$ cat src/rtl/nibble_op_sequencer.sv
// Front-end sequencer for the nibble loop: accepts one ALU operation, arms and runs the loop
// (several passes for multi-bit right shifts) and returns result, flag and error.
package nibble_op_pkg;

    typedef enum logic [2:0] {
        CMD_ADD   = 3'd0,
        CMD_SUB   = 3'd1,
        CMD_CMP   = 3'd2,
        CMD_EQ    = 3'd3,
        CMD_RSHFT = 3'd4
    } alu_cmd_e;

    typedef struct packed {
        alu_cmd_e cmd;
        logic     carry_in;
        logic     b_inv;
        logic     carry_disable;
    } alu_ctrl_t;

    typedef enum logic [1:0] {
        ST_IDLE = 2'd0,
        ST_ARM  = 2'd1,
        ST_RUN  = 2'd2,
        ST_DONE = 2'd3
    } seq_state_e;

    localparam logic [2:0] OP_ADD = 3'd0;
    localparam logic [2:0] OP_SUB = 3'd1;
    localparam logic [2:0] OP_CMP = 3'd2;
    localparam logic [2:0] OP_EQ  = 3'd3;
    localparam logic [2:0] OP_SHR = 3'd4;

endpackage

module nibble_op_sequencer
    import nibble_op_pkg::*;
#(
    parameter int SHAMT_W = 5
) (
    input  logic               clk,
    input  logic               rst_n,
    // Both ports: a transfer happens on a posedge where valid && ready; the sender holds
    // its payload stable while valid is high and ready is low, and never drops valid early.
    input  logic               req_valid,
    output logic               req_ready,
    input  logic [2:0]         req_op,
    input  logic [2:0]         req_nibbles,
    input  logic               req_b_signed_neg,
    input  logic [SHAMT_W-1:0] req_shamt,
    input  logic [31:0]        req_a,
    input  logic [31:0]        req_b,
    output logic               rsp_valid,
    input  logic               rsp_ready,
    output logic [31:0]        rsp_result,
    output logic               rsp_flag,
    output logic               rsp_err,
    output logic               loop_perm_to_count,
    output logic [2:0]         loop_nibbles_number,
    output alu_ctrl_t          loop_ctrl,
    output logic               loop_check_0xf,
    output logic               loop_b_signed_neg,
    output logic [31:0]        loop_word1,
    output logic [31:0]        loop_word2,
    output logic               loop_preinit_only,
    output logic [31:0]        loop_preinit_result,
    input  logic               loop_busy,
    input  logic               loop_carry,
    input  logic [31:0]        loop_result,
    output seq_state_e         dbg_state
);

    seq_state_e         state_q;
    logic [2:0]         op_q;
    logic [SHAMT_W-1:0] passes_q;
    logic               first_q;
    logic               bypass_q;
    logic               perm_q;
    logic [2:0]         nib_q;
    alu_ctrl_t          ctrl_q;
    logic               chk_q;
    logic               neg_q;
    logic [31:0]        word1_q;
    logic [31:0]        word2_q;
    logic               pre_only_q;
    logic [31:0]        pre_res_q;
    logic               rsp_valid_q;
    logic [31:0]        rsp_result_q;
    logic               rsp_flag_q;
    logic               rsp_err_q;

    logic               op_illegal_d;
    logic               is_shr_d;
    logic               shamt_zero_d;
    logic               shr_bypass_d;

    always_comb begin
        op_illegal_d = (req_op > OP_SHR);
        is_shr_d     = (req_op == OP_SHR);
        shamt_zero_d = (req_shamt == '0);
        // Zero or overlong shifts need no loop pass: the answer is known at accept time.
        shr_bypass_d = is_shr_d && (shamt_zero_d || (32'(req_shamt) >= 32'd32));
    end

    always_ff @(posedge clk or negedge rst_n) begin
        if (!rst_n) begin
            state_q      <= ST_IDLE;
            op_q         <= '0;
            passes_q     <= '0;
            first_q      <= 1'b0;
            bypass_q     <= 1'b0;
            perm_q       <= 1'b0;
            nib_q        <= '0;
            ctrl_q       <= '0;
            chk_q        <= 1'b0;
            neg_q        <= 1'b0;
            word1_q      <= '0;
            word2_q      <= '0;
            pre_only_q   <= 1'b0;
            pre_res_q    <= '0;
            rsp_valid_q  <= 1'b0;
            rsp_result_q <= '0;
            rsp_flag_q   <= 1'b0;
            rsp_err_q    <= 1'b0;
        end else begin
            case (state_q)
                ST_IDLE: begin
                    if (req_valid) begin
                        op_q         <= req_op;
                        rsp_result_q <= '0;
                        rsp_flag_q   <= 1'b0;
                        rsp_err_q    <= 1'b0;
                        if (op_illegal_d) begin
                            rsp_err_q   <= 1'b1;
                            rsp_valid_q <= 1'b1;
                            state_q     <= ST_DONE;
                        end else begin
                            word1_q    <= req_a;
                            word2_q    <= req_b;
                            neg_q      <= req_b_signed_neg;
                            passes_q   <= req_shamt;
                            chk_q      <= (req_op == OP_EQ);
                            nib_q      <= is_shr_d ? 3'd7 : req_nibbles;
                            ctrl_q     <= '{cmd: alu_cmd_e'(req_op), carry_in: 1'b0,
                                            b_inv: 1'b0, carry_disable: 1'b0};
                            bypass_q   <= shr_bypass_d;
                            pre_only_q <= shr_bypass_d;
                            if (!is_shr_d) begin
                                pre_res_q <= req_a;
                            end else if (shr_bypass_d && shamt_zero_d) begin
                                pre_res_q <= req_b;
                            end else begin
                                pre_res_q <= '0;
                            end
                            state_q    <= ST_ARM;
                        end
                    end
                end
                ST_ARM: begin
                    if (bypass_q) begin
                        pre_only_q   <= 1'b0;
                        rsp_result_q <= pre_res_q;
                        rsp_flag_q   <= 1'b0;
                        rsp_valid_q  <= 1'b1;
                        state_q      <= ST_DONE;
                    end else begin
                        perm_q  <= 1'b1;
                        first_q <= 1'b1;
                        state_q <= ST_RUN;
                    end
                end
                ST_RUN: begin
                    first_q <= 1'b0;
                    // The loop's busy lags the count permission by a cycle, so skip it once.
                    if (!first_q && !loop_busy) begin
                        perm_q <= 1'b0;
                        if (op_q == OP_SHR && passes_q > SHAMT_W'(1)) begin
                            word2_q  <= loop_result;
                            passes_q <= passes_q - SHAMT_W'(1);
                            state_q  <= ST_ARM;
                        end else begin
                            rsp_result_q <= loop_result;
                            rsp_flag_q   <= (op_q == OP_SHR) ? 1'b0 : loop_carry;
                            rsp_valid_q  <= 1'b1;
                            state_q      <= ST_DONE;
                        end
                    end
                end
                ST_DONE: begin
                    if (rsp_ready) begin
                        rsp_valid_q <= 1'b0;
                        state_q     <= ST_IDLE;
                    end
                end
                default: state_q <= ST_IDLE;
            endcase
        end
    end

    assign req_ready           = (state_q == ST_IDLE);
    assign rsp_valid           = rsp_valid_q;
    assign rsp_result          = rsp_result_q;
    assign rsp_flag            = rsp_flag_q;
    assign rsp_err             = rsp_err_q;
    assign loop_perm_to_count  = perm_q;
    assign loop_nibbles_number = nib_q;
    assign loop_ctrl           = ctrl_q;
    assign loop_check_0xf      = chk_q;
    assign loop_b_signed_neg   = neg_q;
    assign loop_word1          = word1_q;
    assign loop_word2          = word2_q;
    assign loop_preinit_only   = pre_only_q;
    assign loop_preinit_result = pre_res_q;
    assign dbg_state           = state_q;

endmodule

$ cat config.mk
export PLATFORM = sky130hd
export DESIGN_NAME = nibble_op_sequencer
export DESIGN_NICKNAME = d
export VERILOG_FILES = /design/src/rtl/nibble_op_sequencer.sv
export SDC_FILE = /design/constraint.sdc
export NUM_CORES = 1
export LEC_CHECK = 0
export CAP_MARGIN = 20
export CORE_MARGIN = 1
export CORE_UTILIZATION = 25
export DETAILED_ROUTE_END_ITERATION = 7
export SKIP_CTS_REPAIR_TIMING = 1
export SYNTH_ARGS = -nofsm -noshare
export SYNTH_HDL_FRONTEND = slang
export SYNTH_SLANG_ARGS = --single-unit
$ cat constraint.sdc
create_clock -name clk -period 2.7 [get_ports clk]
set_clock_uncertainty 0.1 [all_clocks]
set_input_delay 0.405 -clock clk [delete_from_list [all_inputs] [get_ports clk]]
set_output_delay 0.405 -clock clk [all_outputs]
set_load 0.02 [all_outputs]
# --- After elaboration in Yosys (flattened, before gate mapping) ---
# Cells that the tools add are included.
word_totals:
  register_bits: 153
  input_bits: 114
  output_inout_bits: 147
classes:
  addsub: 1
  order_cmp: 2
  n_eq_ne: 15
  muxes: 46
  bitwise: 1
  n_reduce_logical: 21
ops:
  columns: ["operator", "count"]
  rows:
  - ["$mux W32", 10]
  - ["$pmux W32 S3", 1]
  - ["$pmux W32 S2", 1]
  - ["$mux W5", 4]
  - ["$mux W1", 17]
  - ["$ne A2 B2 Y1 const B", 8]
  - ["$mux W2", 5]
  - ["$pmux W5 S2", 1]
  - ["$reduce_and A5 Y1", 2]
  - ["$reduce_and A3 Y1", 3]
  - ["$pmux W2 S4", 1]
  - ["$eq A3 B3 Y1 const B", 2]
  - ["$pmux W1 S2", 3]
  - ["$reduce_and A6 Y1", 1]
  - ["$reduce_bool A2 Y1", 3]
  - ["$gt A5 B1 Y1 const B", 1]
  - ["$logic_not A5 Y1", 1]
  - ["$sub A5 B1 Y5 const B", 1]
  - ["$eq A2 B2 Y1 const B", 2]
  - ["$logic_and A1 B1 Y1", 4]
  - ["$pmux W1 S4", 1]
  - ["$reduce_and A2 Y1", 2]
  - ["$reduce_and A4 Y1", 1]
  - ["$eq A3 B2 Y1 const B", 1]
  - ["other kinds (9)", 10]

# --- Depth between registers and ports, before layout ---
logic_depth:
  word_depth: 5
  mapped_depth: 10
  depth_no_buf: 7

# --- Worst setup path after synthesis ---
# OpenSTA, ideal clock, no wires.
synth_path:
  path_kind: "register to register"
  start: "register state_q[0] (netlist: dbg_state[0])"
  end: "register rsp_flag_q (netlist: rsp_flag)"
  arrival_time_ns: 2.026
  required_ns: 2.467
  setup_slack_ns: 0.441
  stages_incl_launch_ff: 11
  path_buffers: 3
  synth_period_minus_slack_ns: 2.259
  path_cell_list: "dfrtp_1 inv_1 ha_1 buf_2 nor2b_1 nor4_1 o21ai_1 buf_2 buf_2 nand2_1 o31ai_1"
synth_between:
  elab_chain_len: 3
  word_cells_on_any_way: 10
synth_rtl:
  columns: ["element", "line", "source"]
  rows:
  - ["start: declaration", "72", "seq_state_e state_q;"]
  - ["start signal: assignment", "106", "state_q <= ST_IDLE;"]
  - ["start signal: assignment", "135", "state_q <= ST_DONE;"]
  - ["start signal: assignment", "154", "state_q <= ST_ARM;"]
  - ["$logic_not A2 Y1 *", null, null]
  - ["via req_ready", "45", "output logic req_ready,"]
  - ["$ne A2 B2 Y1 (no source line) / $reduce_bool A3 Y1 (equally long branches)", null, null]
  - ["$reduce_and A5 Y1 (no source line)", null, null]
  - ["end signal: assignment", "182", "rsp_flag_q <= (op_q == OP_SHR) ? 1'b0 : loop_carry;"]
  - ["end: declaration", "88", "logic rsp_flag_q;"]
# Mark *: on every way through the listed nets, which the timed path passes. The rest lies on a longest branch.
# A chain may end at the register's enable or synchronous reset.

# --- Final worst setup path ---
layout_path:
  start: "register state_q[0] (netlist: dbg_state[0])"
  end: "output req_ready"
layout_between:
  elab_chain_len: 1
layout_rtl:
  columns: ["element", "line", "source"]
  rows:
  - ["$logic_not A2 Y1", "199", "assign req_ready = (state_q == ST_IDLE);"]
  - ["end: declaration", "45", null]
# Every way passes these cells.

==> flow_metrics.env <==
export IMPL_ys_types=54
export IMPL_drv_cap=0
export IMPL_htree_levels=4
export IMPL_drive_above_1_share_pct=10.8
export IMPL_synth_main_ff_cell="dfrtp_1"
export IMPL_final_cell_mix="256 x clkdlybuf4s50_1, 238 x nand2_1, 153 x dfrtp_1"
export IMPL_io_buffers=257
export IMPL_multi_input_comb_area_um2=2860
export IMPL_relSlewSlack_pct=64.8
export IMPL_vias=6502
export IMPL_worstSetupPathType="flip-flop to output pin"
export IMPL_final_common_cell="clkdlybuf4s50_1"
export IMPL_status="complete, no violations"
export IMPL_netlist_instances=733
export IMPL_die_x_um=169
export IMPL_synth_edf_count=0
export IMPL_area_growth_pct=53.2
export IMPL_diodes=0
export IMPL_cts_tree="built"
export IMPL_placementRows=60
export IMPL_crit_fanout=11
export IMPL_cts_buffer_depth=2
export IMPL_slew_violations=0
export IMPL_ys_warn_count=0
export IMPL_synthMuxAreaShare_pct=0.938
export IMPL_synth_compound_area_share_pct=17.7
export IMPL_worstSetupStartpointType="flip-flop"
export IMPL_grtUsageTotal_pct=17.6
export IMPL_max_vdd_ir_drop_uv=547
export IMPL_avgSynthCellArea_um2=9.46
export IMPL_dieArea_um2=28400
export IMPL_hold_viol_final=0
export IMPL_fin_area_um2=10600
export IMPL_clk_insertion_delay_late_ns=0.42
export IMPL_viasPerCell=4.74
export IMPL_dp_hpwl_um=17200
export IMPL_postPlaceCellArea_um2=10000
export IMPL_die_h_um=169
export IMPL_period_needed_ns=2.53
export IMPL_fmax_mhz=395
export IMPL_cts_root_buf="clkbuf_16"
export IMPL_final_util_pct=39.2
export IMPL_drtIter0Drc=497
export IMPL_grt_overflow_total=0
export IMPL_synth_fa_ha_area_share_pct=1.26
export IMPL_io_pins=261
export IMPL_tightest_slew_ns=0.528
export IMPL_detail_route_first_pass_iterations=5
export IMPL_synth_top_family_by_area="simple AND/OR/NAND/NOR gates"
export IMPL_grt_pass1_wl_um=38400
export IMPL_pwr_density_cell_nw_per_um2=1210
export IMPL_worst_endpoint_arrival_ns=2.03
export IMPL_drc=0
export IMPL_p_leak_nw=4.53
export IMPL_synth_seq_area_share_pct=55.2
export IMPL_ant_nets=0
export IMPL_synthSimpleGateAreaFrac_pct=20.5
export IMPL_clk_pin_slew_worst_paths_ns=0.07
export IMPL_fin_nets=1108
export IMPL_synth_seq_cells=153
export IMPL_fillers=2702
export IMPL_grt_max_degree=55
export IMPL_coreArea_um2=27100
export IMPL_hp_class="flip-flop to flip-flop"
export IMPL_start_util_pct=25.6
export IMPL_place_gp_congestion=0.799
export IMPL_grt_pass1_vias=6393
export IMPL_detail_route_wl_per_cell_um=17.9
export IMPL_period_share_pct=93.8
export IMPL_cts_buffers=17
export IMPL_synthArstFlopShare_pct=100
export IMPL_critical_path_required_ns=2.19
export IMPL_synth_xor_area_share_pct=0
export IMPL_clock_sinks=153
export IMPL_tns_ns=0
export IMPL_routed_wl_um=24600
export IMPL_layout_area_seq_um2=3830
export IMPL_setup_viol=0
export IMPL_rsz0062_at_grt="false"
export IMPL_grt_antenna_before_repair=0
export IMPL_netlist_area_um2=6940
export IMPL_end_kind="output pin"
## Yosys cell counts (3+ instances only)
library cell  count  area (um2)
o22ai_1          33         206
ha_1              7        87.6
o211ai_1          3        22.5
nand2_1         240         901
a22oi_1          32         240
o32a_1            3        30.0
dfrtp_1         153        3830
clkbuf_1         20        75.1
inv_1             5        18.8
nor2_1           43         161
buf_4             3        22.5
and2_1            5        31.3
o31ai_1           4        30.0
a22o_1           33         289
nor2_2           31         194
buf_12            3        60.1
nor3_1            3        15.0
buf_1             8        30.0
mux2_1            4        45.0
o21ai_1          40         200
buf_2            16        80.1
## sequential cells by signal (all words and copies together), names as in the netlist
register             count
first_q                  1
loop_preinit_result     32
loop_word1              32
loop_ctrl                3
loop_check_0xf           1
loop_b_signed_neg        1
rsp_valid                1
rsp_flag                 1
loop_preinit_only        1
bypass_q                 1
op_q                     3
passes_q                 5
loop_word2              32
rsp_err                  1
rsp_result              32
loop_nibbles_number      3
loop_perm_to_count       1
dbg_state                2
## worst max-delay path, cell delays in order, from the launching register on
cell and delay, ns:
dfrtp_1 0.48, inv_1 0.13, ha_2 0.19, buf_4 0.18, clkdlybuf4s50_1 0.62
## logic make-up after synthesis
kind of cell	Yosys count
other	1
AOI/OAI and AO/OA	172
and+or+nand+nor	337
buffers and inverters	57
adders and majority gates	7
muxes	6
DFF	153
## power by group
group	internal, mW	switching [mW]	total [mW]	leakage (nW)
combinational	2.84	3.64	6.48	2.38
clock	1.38	1.08	2.46	0.291
sequential	3.23	0.681	3.91	1.86
## stage by stage
step | hold slack (ns) | power (mW) | instances | setup slack (ns)
floorplan | 0.00941 | 7.28 | 735 | 0.441
global placement | 0.299 | 10.4 | 1339 | 0.253
detailed placement | 0.300 | 10.5 | 1339 | 0.232
CTS | -0.168 | 13.0 | 1371 | 0.154
global route | 0.402 | 13.7 | 1372 | 0.0845
finish | 0.375 | 12.9 | 1372 | 0.167
## path summary, 6_finish.rpt
path	endpoint	slack, ns	cells past startpoint	start
worst max register to register	rsp_result[13]	0.27	9	dbg_state[0]
worst min register to register	loop_word1[20]	0.37	2	loop_word1[20]
max in group asynchronous	loop_word2[18]	1.42	3	rst_n
worst max-delay path	req_ready	0.17	4	dbg_state[0]
worst min-delay path	loop_word1[20]	0.37	2	loop_word1[20]
min in group asynchronous	loop_nibbles_number[2]	0.40	2	rst_n
## routing by layer
metal	track usage, %	up-vias	share of wire [%]
met2	27.7	277	46
li1	-	3017	-
met1	23.9	3188	46
met5	0	-	0
met3	4.51	20	7.4
met4	4.74	0	1.0
## layout make-up
class	instances	area share, %
inverters	6	0.212
clock inverters	15	1.54
clock buffers	17	4.00
well taps	372	4.38
flip-flops and latches	153	36.0
multi-input cells	525	26.9
repair buffers	284	26.9
Power figures use the tool's default switching activity.
